`src/rtl/sync_gated_decoder.sv`:
```
// sync_gated_decoder: registered, enable-gated SEL_W-to-2^SEL_W one-hot decoder
// with level, single-cycle pulse and timed-hold output modes. A timed strobe
// is accepted through a req/ready handshake and held for HOLD_CYCLES cycles.
module sync_gated_decoder #(
  parameter int SEL_W       = 2,
  parameter int HOLD_CYCLES = 4,
  parameter int CNT_W       = 8
) (
  input  logic                    clk,
  input  logic                    rst_n,
  input  logic                    en,
  input  logic [SEL_W-1:0]        sel,
  input  logic [1:0]              mode,
  input  logic                    req,
  output logic                    ready,
  output logic [(1<<SEL_W)-1:0]   y,
  output logic                    active
);

  localparam int N = 1 << SEL_W;

  // Mode encodings; 2'b11 is reserved and falls through to level behaviour.
  localparam logic [1:0] MODE_PULSE = 2'b01;
  localparam logic [1:0] MODE_TIMED = 2'b10;

  // The counter is loaded with HOLD_CYCLES-1 so that reaching zero marks the
  // last held cycle; the following edge releases y and returns to IDLE.
  localparam logic [CNT_W-1:0] HOLD_LOAD = CNT_W'(HOLD_CYCLES - 1);

  typedef enum logic {
    ST_IDLE = 1'b0,
    ST_HOLD = 1'b1
  } state_t;

  state_t           r_state;
  state_t           w_state_next;
  logic [CNT_W-1:0] r_cnt;
  logic [CNT_W-1:0] w_cnt_next;
  logic [SEL_W-1:0] r_sel;
  logic [SEL_W-1:0] w_sel_next;
  logic [N-1:0]     r_y;
  logic [N-1:0]     w_y_next;
  logic             r_active;

  logic [N-1:0]     w_onehot_in;
  logic [N-1:0]     w_onehot_held;

  // Decode of the live select and of the select latched at acceptance.
  assign w_onehot_in   = N'(1) << sel;
  assign w_onehot_held = N'(1) << r_sel;

  // Next-state, next-output and counter logic for the IDLE/HOLD controller.
  always_comb begin
    // NOTE: every signal assigned here gets a default first, so no path can
    // leave one unassigned and infer a latch.
    w_state_next = r_state;
    w_cnt_next   = r_cnt;
    w_sel_next   = r_sel;
    w_y_next     = '0;

    unique case (r_state)
      ST_IDLE: begin
        if (mode == MODE_PULSE) begin
          if (en && req) w_y_next = w_onehot_in;
        end else if (mode == MODE_TIMED) begin
          if (en && req) begin
            w_sel_next   = sel;
            w_y_next     = w_onehot_in;
            w_cnt_next   = HOLD_LOAD;
            w_state_next = ST_HOLD;
          end
        end else begin
          // Level mode and the reserved encoding.
          if (en) w_y_next = w_onehot_in;
        end
      end

      ST_HOLD: begin
        // sel, mode and req are ignored here; a dropped enable aborts at once.
        if (!en) begin
          w_cnt_next   = '0;
          w_state_next = ST_IDLE;
        end else if (r_cnt == '0) begin
          w_state_next = ST_IDLE;
        end else begin
          w_cnt_next = r_cnt - CNT_W'(1);
          w_y_next   = w_onehot_held;
        end
      end

      default: w_state_next = ST_IDLE;
    endcase
  end

  // State, counter, latched select and output registers.
  always_ff @(posedge clk or negedge rst_n) begin
    if (!rst_n) begin
      r_state  <= ST_IDLE;
      r_cnt    <= '0;
      r_sel    <= '0;
      r_y      <= '0;
      r_active <= 1'b0;
    end else begin
      // NOTE: sequential state uses non-blocking assignments so every register
      // samples the pre-edge values, independent of statement order.
      r_state  <= w_state_next;
      r_cnt    <= w_cnt_next;
      r_sel    <= w_sel_next;
      r_y      <= w_y_next;
      r_active <= |w_y_next;
    end
  end

  // ready is a decode of registered state only, never of the current inputs.
  assign ready  = (r_state == ST_IDLE);
  assign y      = r_y;
  assign active = r_active;

endmodule
```
`config.mk`:
```
export PLATFORM = sky130hd
export DESIGN_NAME = sync_gated_decoder
export DESIGN_NICKNAME = d
export VERILOG_FILES = /design/src/rtl/sync_gated_decoder.sv
export SDC_FILE = /design/constraint.sdc
export NUM_CORES = 1
export LEC_CHECK = 0
export CAP_MARGIN = 20
export CORE_UTILIZATION = 55
export CTS_CLUSTER_DIAMETER = 40
export DETAILED_ROUTE_END_ITERATION = 16
export GPL_TIMING_DRIVEN = 1
export PLACE_DENSITY = 0.86
export REMOVE_ABC_BUFFERS = 1
export SLEW_MARGIN = 5
export SYNTH_ARGS = -nofsm -noshare
export SYNTH_HDL_FRONTEND = slang
export SYNTH_SLANG_ARGS = --single-unit
```
`constraint.sdc`:
```
create_clock -name clk -period 3.5 [get_ports clk]
set_input_delay 0.7 -clock clk [delete_from_list [all_inputs] [get_ports clk]]
set_output_delay 0.7 -clock clk [all_outputs]
set_load 0.03 [all_outputs]
```
======== Yosys cells after proc, flatten, opt, wreduce, memory -nomap -nowiden ========
Cells that the tools add are included.
storage, ports and cells
  word-level logic and storage cells ...... 40
  input port bits ......................... 8
  bits in registers ....................... 16
  output and inout bits ................... 6
operators by class
  multiplexer cells ....................... 19
  reductions and logical operators ........ 5
  add/sub/neg operators ................... 1
  bitwise gates (word level) .............. 2
  shift-type cells ........................ 2
  equality and inequality tests ........... 6
operators by type and width
  cell                   count
  $mux W8                5
  $mux W4                6
  $pmux W8 S2            1
  $logic_not A8 Y1       1
  $pmux W4 S2            1
  $reduce_and A4 Y1      2
  $shl A1 B2 Y4 const A  2
  $sub A8 B1 Y8 const B  1
  $mux W1                5
  $ne A2 B1 Y1 const B   2
  $reduce_or A4 Y1       1
  $ne A3 B3 Y1 const B   1
  $eq A2 B1 Y1 const B   1
  $eq A2 B2 Y1 const B   1
  $ne A2 B2 Y1 const B   1
  $not A1 Y1             2
  $pmux W1 S2            1
  $logic_and A1 B1 Y1    1

======== Longest topological paths before layout ========
Gate-level depths: netlist (run 1).
  depth after elaboration ................. 6
  mapped depth ............................ 7
  gate-level depth less buffers ........... 6

======== Worst setup path before layout (run 1) ========
Ideal clock, no wire load.
  kind .................................... input port to flip-flop
  from .................................... in req
  to ...................................... reg r_cnt[7]
  stages on the path ...................... 4
  path slack .............................. 1.600 ns
  arrival time ............................ 1.833 ns
  library setup time ...................... 0.067 ns
  path buffers ............................ 0
  required time ........................... 3.433 ns
  cells stage by stage .................... and4b_1 -> o21ai_0 -> or4b_2 -> nand2_1
between the ends
  longest elaborated chain between the ends .. 3
ends and longest elaborated chain
  element                      RTL line  source
  start: declaration           14        input logic req,
  $logic_and A1 B1 Y1          66        if (en && req) begin
  $ne A2 B1 Y1 (no line)       --
  $reduce_and A4 Y1 (no line)  --
  end signal: assignment       107       r_cnt <= w_cnt_next;
  end: declaration             37        logic [CNT_W-1:0] r_cnt;
Every way passes these cells.
A chain may end at the register's enable or synchronous reset.

======== Final worst setup path (run 1) ========
  from .................................... reg r_state
  to ...................................... out ready
between the ends
  longest elaborated chain between the ends .. 1
ends and longest elaborated chain
  element                   RTL line  source
  start: declaration        35        state_t r_state;
  start signal: assignment  106       r_state <= w_state_next;
  $not A1 Y1                --
  end: declaration          15        output logic ready,
Every way passes these cells.

==> results.sh, run 1 <==
export IMPL_final_setup_tns_ns=0
export IMPL_finalWirelength_mm=1.67
export IMPL_met2_usage=0.350
export IMPL_finClkSkew_ns=0.00464
export IMPL_criticalPathCategory="reg -> out"
export IMPL_grt_setup_unrepaired="false"
export IMPL_post_drt_via_cell_ratio=6.40
export IMPL_synthesis_area_per_instance_um2=9.87
export IMPL_detailed_place_area_um2=993
export IMPL_htreeDepth=1
export IMPL_first_pass_grt_wire_length_mm=2.84
export IMPL_hpwl_mm=1.24
export IMPL_timing_critical_path_required_ns=2.80
export IMPL_hold_class="reg -> reg"
export IMPL_hold_vio_cnt_final=0
export IMPL_worstPathBufferInverterCount=2
export IMPL_antenna_violating_nets_post_route=0
export IMPL_power_switching_uw=219
export IMPL_min_period_ns=2.26
export IMPL_finalMaxSlewViolations=0
export IMPL_leakagePower_uw=0.000456
export IMPL_die_ht_um=41.5
export IMPL_drt_first_pass_iters=4
export IMPL_setup_violators_final=0
export IMPL_grt_overflow_total=0
export IMPL_post_synthesis_cell_count=87
export IMPL_via_count_of_the_first_global_routing_pass=682
export IMPL_worst_slew_pin_slew_ns=0.723
export IMPL_grt_most_used_layer="met2"
export IMPL_clock_tree_buffer_depth=2
export IMPL_crit_path_max_incr_delay_ns=0.67
export IMPL_fp_dieW_um=41.5
export IMPL_initial_utilization=0.621
export IMPL_clock_sinks=16
export IMPL_clock_power_share=0.211
export IMPL_synth_flop_cell="dfrtp_1"
export IMPL_cpLargestDelayFamily="buffers and inverters"
export IMPL_cp_slowest_cell="clkdlybuf4s50_1"
export IMPL_post_cts_repair_setup_buffers=0
export IMPL_power_combinational_fraction=0.340
export IMPL_yosysSeqAreaShare=0.466
export IMPL_fin_crit_sh=0.644
export IMPL_number_of_synthesized_flops_with_an_enable_pin=0
export IMPL_power_report_internal_total_uw=372
export IMPL_final_layout_size_suffix_gt1_frac=0.119
export IMPL_critical_path_cell_chain="inv_1, clkdlybuf4s50_1"
export IMPL_num_nets_final=112
export IMPL_io_buffer_count=13
export IMPL_detailedRoute_firstIterationViolations=33
export IMPL_cts_hold_buffers=0
export IMPL_power_share_switching=0.371
export IMPL_gp_congestion=0.819
export IMPL_design_die_area_um2=1720
export IMPL_cp_arrival_ns=1.56
export IMPL_timing_critical_path_from_type="flip-flop"
export IMPL_tritoncts="built"
export IMPL_row_count=13
export IMPL_cts_inserted_buffers=3
export IMPL_clk_transition_reported_paths_ns=0.10
export IMPL_groute_layer_met3_usage=0.0261
export IMPL_ff_latch_count_synth=16
export IMPL_pwr_density_cell_nw_per_um2=574
export IMPL_route_vias_total=742
export IMPL_maximum_number_of_pins_on_one_net_before_global_route_repair=17
export IMPL_yosys_warnings=0
export IMPL_status="completed"
export IMPL_cap_viol_max_count=0
export IMPL_global_route_usage_met1=0.269
export IMPL_post_route_cell_area_um2=1030
export IMPL_seqCellArea_um2=400
export IMPL_detail_route_drc_violations=0
export IMPL_final_fill_count=102
export IMPL_mappedNetlistArea_um2=858
export IMPL_vdd_ir_drop_worst_mv=0.311
export IMPL_max_slew_margin_rel=0.516
export IMPL_resized_gates_after_cts=0
export IMPL_endpoint_kind="output pin"
export IMPL_cts_root_buf="clkbuf_4"
export IMPL_highest_attainable_clock_frequency_mhz=443
export IMPL_clkLatencyLatePin_ns=0.29
export IMPL_initial_antenna_violation_count=0
export IMPL_wl_per_cell_um=14.4
export IMPL_core_area_um2=1380
export IMPL_power_frac_seq=0.449
export IMPL_timing_critical_path_fanout_max=10
export IMPL_grt_total_usage=0.208
export IMPL_insertedDiodeCount=0
export IMPL_io_pins=14
export IMPL_post_synth_num_cell_types=32
export IMPL_footprint_of_the_multi_input_gates_um2=425
export IMPL_asyncSetResetFlopFracSynth=1.00
export IMPL_area_grow_syn2layout_pct=20.0
==> layout make-up <==
cell class / instances / share of cell area
sequential: 16 / 0.389
clock buffer: 4 / 0.0352
multi-input combinational: 63 / 0.413
tap: 15 / 0.0182
inverter: 5 / 0.0182
timing repair buffer: 13 / 0.126
==> cell usage in the layout, fill, tap and decap left out, types with 2 or more instances in the layout <==
cell type	n
o21ai_1	2
inv_1	5
nor3_1	2
clkdlybuf4s50_1	13
a21oi_1	4
nor4_1	2
clkbuf_4	3
nand2_1	6
mux2_2	2
o211ai_1	2
and4b_1	2
or2_2	2
o31ai_1	2
o21ai_0	8
dfrtp_1	16
nor2_1	7
or3_1	6
ha_1	2
==> Yosys cell counts (4+ instances only) <==
master	count	share of area
nand2_1	6	0.026
nor2_1	7	0.031
a21oi_1	4	0.023
o21ai_0	8	0.047
inv_1	5	0.022
dfrtp_1	16	0.47
or3_1	6	0.044
==> worst paths after layout <==
path	startpoint	to	slack, ns	depth (start not counted)
worst min-delay path	r_sel[0]	y[0]	0.55	1
worst max register to register	r_cnt[0]	r_cnt[5]	1.52	6
min in group asynchronous	rst_n	r_state	0.83	1
worst min register to register	r_sel[0]	y[0]	0.55	1
max in group asynchronous	rst_n	r_sel[1]	2.21	1
worst max-delay path	r_state	ready	1.24	2
==> power groups by stage <==
stage	Combinational, µW	Clock, µW	Sequential [µW]
after global routing	226	133	270
after detailed placement	201	0	268
final	201	125	265
after global placement	193	0	266
after CTS	202	124	264
after floorplan	137	0	265
==> cell families after synthesis <==
family          synth area share
simple gates               0.210
compound gates             0.220
buf+inv                   0.0379
flops                      0.466
fa+ha+maj                 0.0291
xor+xnor                  0.0102
mux                       0.0262
==> through the flow <==
step                total power (µW)  std cells   util  worst slack [ns]  hold slack (ns)
finish                           591        116  0.745              1.24            0.549
global route                     629        116  0.745              1.20            0.589
floorplan                        402         84      -              1.60            0.404
global placement                 458        112  0.719              1.06            0.527
detailed placement               469        112  0.719             0.981            0.530
CTS                              590        116  0.745              1.24            0.544
==> state kept, by name, summed over array words and instances (netlist names) <==
register	flops
y	4
r_state	1
r_cnt	8
r_sel	2
active	1
==> routing by layer <==
metal / wire, µm / part of all wire / vias up
li1: - / - / 355
met1: 729 / 0.44 / 355
met2: 818 / 0.49 / 28
met3: 92 / 0.055 / 4
met4: 27 / 0.016 / 0
met5: 0 / 0 / -
Power figures use the tool's default switching activity.
==> inputs of run 2 (changes only) <==
--- a/config.mk
+++ b/config.mk
@@ -6,11 +6,11 @@
 export NUM_CORES = 1
 export LEC_CHECK = 0
 export CAP_MARGIN = 20
-export CORE_UTILIZATION = 55
+export CORE_UTILIZATION = 51
 export CTS_CLUSTER_DIAMETER = 40
 export DETAILED_ROUTE_END_ITERATION = 16
 export GPL_TIMING_DRIVEN = 1
-export PLACE_DENSITY = 0.86
+export PLACE_DENSITY = 0.81
 export REMOVE_ABC_BUFFERS = 1
 export SLEW_MARGIN = 5
 export SYNTH_ARGS = -nofsm -noshare
==> constraint.sdc (replaced) <==
create_clock -name clk -period 2.2 [get_ports clk]
set_input_delay 0.44 -clock clk [delete_from_list [all_inputs] [get_ports clk]]
set_output_delay 0.44 -clock clk [all_outputs]
set_load 0.03 [all_outputs]
==> results.sh, run 2 (same netlist as run 1, synthesis figures left out) <==
export IMPL_status="completed"
export IMPL_final_layout_size_suffix_gt1_frac=0.152
export IMPL_cts_inserted_buffers=3
export IMPL_power_report_internal_total_uw=597
export IMPL_drt_met1_wl_um=753
export IMPL_maximum_number_of_pins_on_one_net_before_global_route_repair=17
export IMPL_finalWirelength_mm=1.72
export IMPL_die_ht_um=43.0
export IMPL_power_frac_seq=0.450
export IMPL_vdd_ir_drop_worst_mv=0.427
export IMPL_num_nets_final=116
export IMPL_route_vias_total=737
export IMPL_hold_vio_cnt_final=0
export IMPL_grt_setup_unrepaired="false"
export IMPL_detailedRoute_firstIterationViolations=25
export IMPL_row_count=14
export IMPL_gp_congestion=0.834
export IMPL_clock_tree_buffer_depth=2
export IMPL_power_switching_uw=348
export IMPL_clock_power_share=0.208
export IMPL_clock_sinks=16
export IMPL_htreeDepth=1
export IMPL_insertedDiodeCount=0
export IMPL_worst_slew_pin_slew_ns=0.689
export IMPL_criticalPathCategory="reg -> out"
export IMPL_highest_layer="met4"
export IMPL_post_drt_via_cell_ratio=6.09
export IMPL_final_setup_tns_ns=0
export IMPL_tritoncts="built"
export IMPL_highest_attainable_clock_frequency_mhz=498
export IMPL_min_period_ns=2.01
export IMPL_post_cts_repair_setup_buffers=0
export IMPL_wl_met2_um=872
export IMPL_max_slew_margin_rel=0.539
export IMPL_timing_critical_path_required_ns=1.76
export IMPL_largest_register_ff_count=8
export IMPL_fp_dieW_um=43.0
export IMPL_footprint_of_the_multi_input_gates_um2=425
export IMPL_hpwl_mm=1.34
export IMPL_via_count_of_the_first_global_routing_pass=714
export IMPL_finalMaxSlewViolations=0
export IMPL_drt_first_pass_iters=4
export IMPL_fin_crit_sh=0.913
export IMPL_core_area_um2=1540
export IMPL_timing_critical_path_fanout_max=10
export IMPL_endpoint_kind="output pin"
export IMPL_cp_arrival_ns=1.57
export IMPL_mostFrequentLayoutCell="dfrtp_1"
export IMPL_first_pass_grt_wire_length_mm=3.09
export IMPL_seqCellArea_um2=400
export IMPL_wl_per_cell_um=14.2
export IMPL_power_combinational_fraction=0.342
export IMPL_hold_class="in -> async"
export IMPL_clkLatencyLatePin_ns=0.29
export IMPL_design_die_area_um2=1850
export IMPL_top_register="r_cnt"
export IMPL_initial_utilization=0.557
export IMPL_grt_overflow_total=0
export IMPL_cts_root_buf="clkbuf_4"
export IMPL_final_fill_count=130
export IMPL_setup_violators_final=0
export IMPL_io_buffer_count=13
export IMPL_io_pins=14
export IMPL_leakagePower_uw=0.000474
export IMPL_clk_transition_reported_paths_ns=0.10
export IMPL_pwr_density_cell_nw_per_um2=891
export IMPL_grt_total_usage=0.228
export IMPL_finalHoldWorstSlack_ns=0.555
export IMPL_wl_met3_um=56
export IMPL_resized_gates_after_cts=0
export IMPL_cts_hold_buffers=0
export IMPL_final_cell_mix="dfrtp_1, clkdlybuf4s50_1, o21ai_0"
export IMPL_area_grow_syn2layout_pct=23.6
export IMPL_timing_critical_path_from_type="flip-flop"
export IMPL_cap_viol_max_count=0
export IMPL_antenna_violating_nets_post_route=0
export IMPL_detail_route_drc_violations=0
export IMPL_initial_antenna_violation_count=0
export IMPL_power_share_switching=0.368
export IMPL_finClkSkew_ns=0.0108
## run 2: per-layer routing
layer | track usage | up-vias
met1 | 0.293 | 355
li1 | - | 353
met2 | 0.370 | 25
met3 | 0.0255 | 4
met5 | 0 | -
met4 | 0.127 | 0
## run 2: worst paths after layout
kind	end	cells past startpoint	slack, ns	startpoint
min in group clk	y[0]	1	0.56	r_sel[1]
max in group asynchronous	r_sel[0]	1	1.20	rst_n
worst min register to register	y[0]	1	0.56	r_sel[1]
worst max register to register	r_cnt[5]	6	0.24	r_cnt[0]
worst max-delay path	ready	2	0.19	r_state
worst min-delay path	r_cnt[2]	1	0.55	rst_n
## run 2: worst max-delay path, cell delays in order, from the launching register on
cell and delay, ns:
dfrtp_1 0.52, inv_1 0.09, clkdlybuf4s50_1 0.66
## run 2: power by group through the flow
stage / clock, µW / sequential (µW) / combinational, µW
finish: 197 / 425 / 323
detailed placement: 0 / 430 / 321
global placement: 0 / 424 / 310
floorplan: 0 / 422 / 218
CTS: 196 / 424 / 321
global route: 211 / 435 / 362
## run 2: area by class of cell
cell class | instances | area share
clock buffer | 4 | 0.0342
sequential | 16 | 0.377
timing repair buffer | 17 | 0.151
multi-input combinational | 63 | 0.401
tap | 16 | 0.0189
inverter | 5 | 0.0177
## run 2: through the flow
stage | total power [µW] | cell area, µm² | setup WS, ns | util | instances
after floorplan | 640 | 845 | 0.441 | - | 84
after global placement | 734 | 1020 | 0.132 | 0.665 | 117
after detailed placement | 750 | 1020 | 0.0502 | 0.665 | 117
after CTS | 941 | 1060 | 0.200 | 0.688 | 121
after global routing | 1010 | 1060 | 0.0749 | 0.688 | 121
final | 945 | 1060 | 0.192 | 0.688 | 121
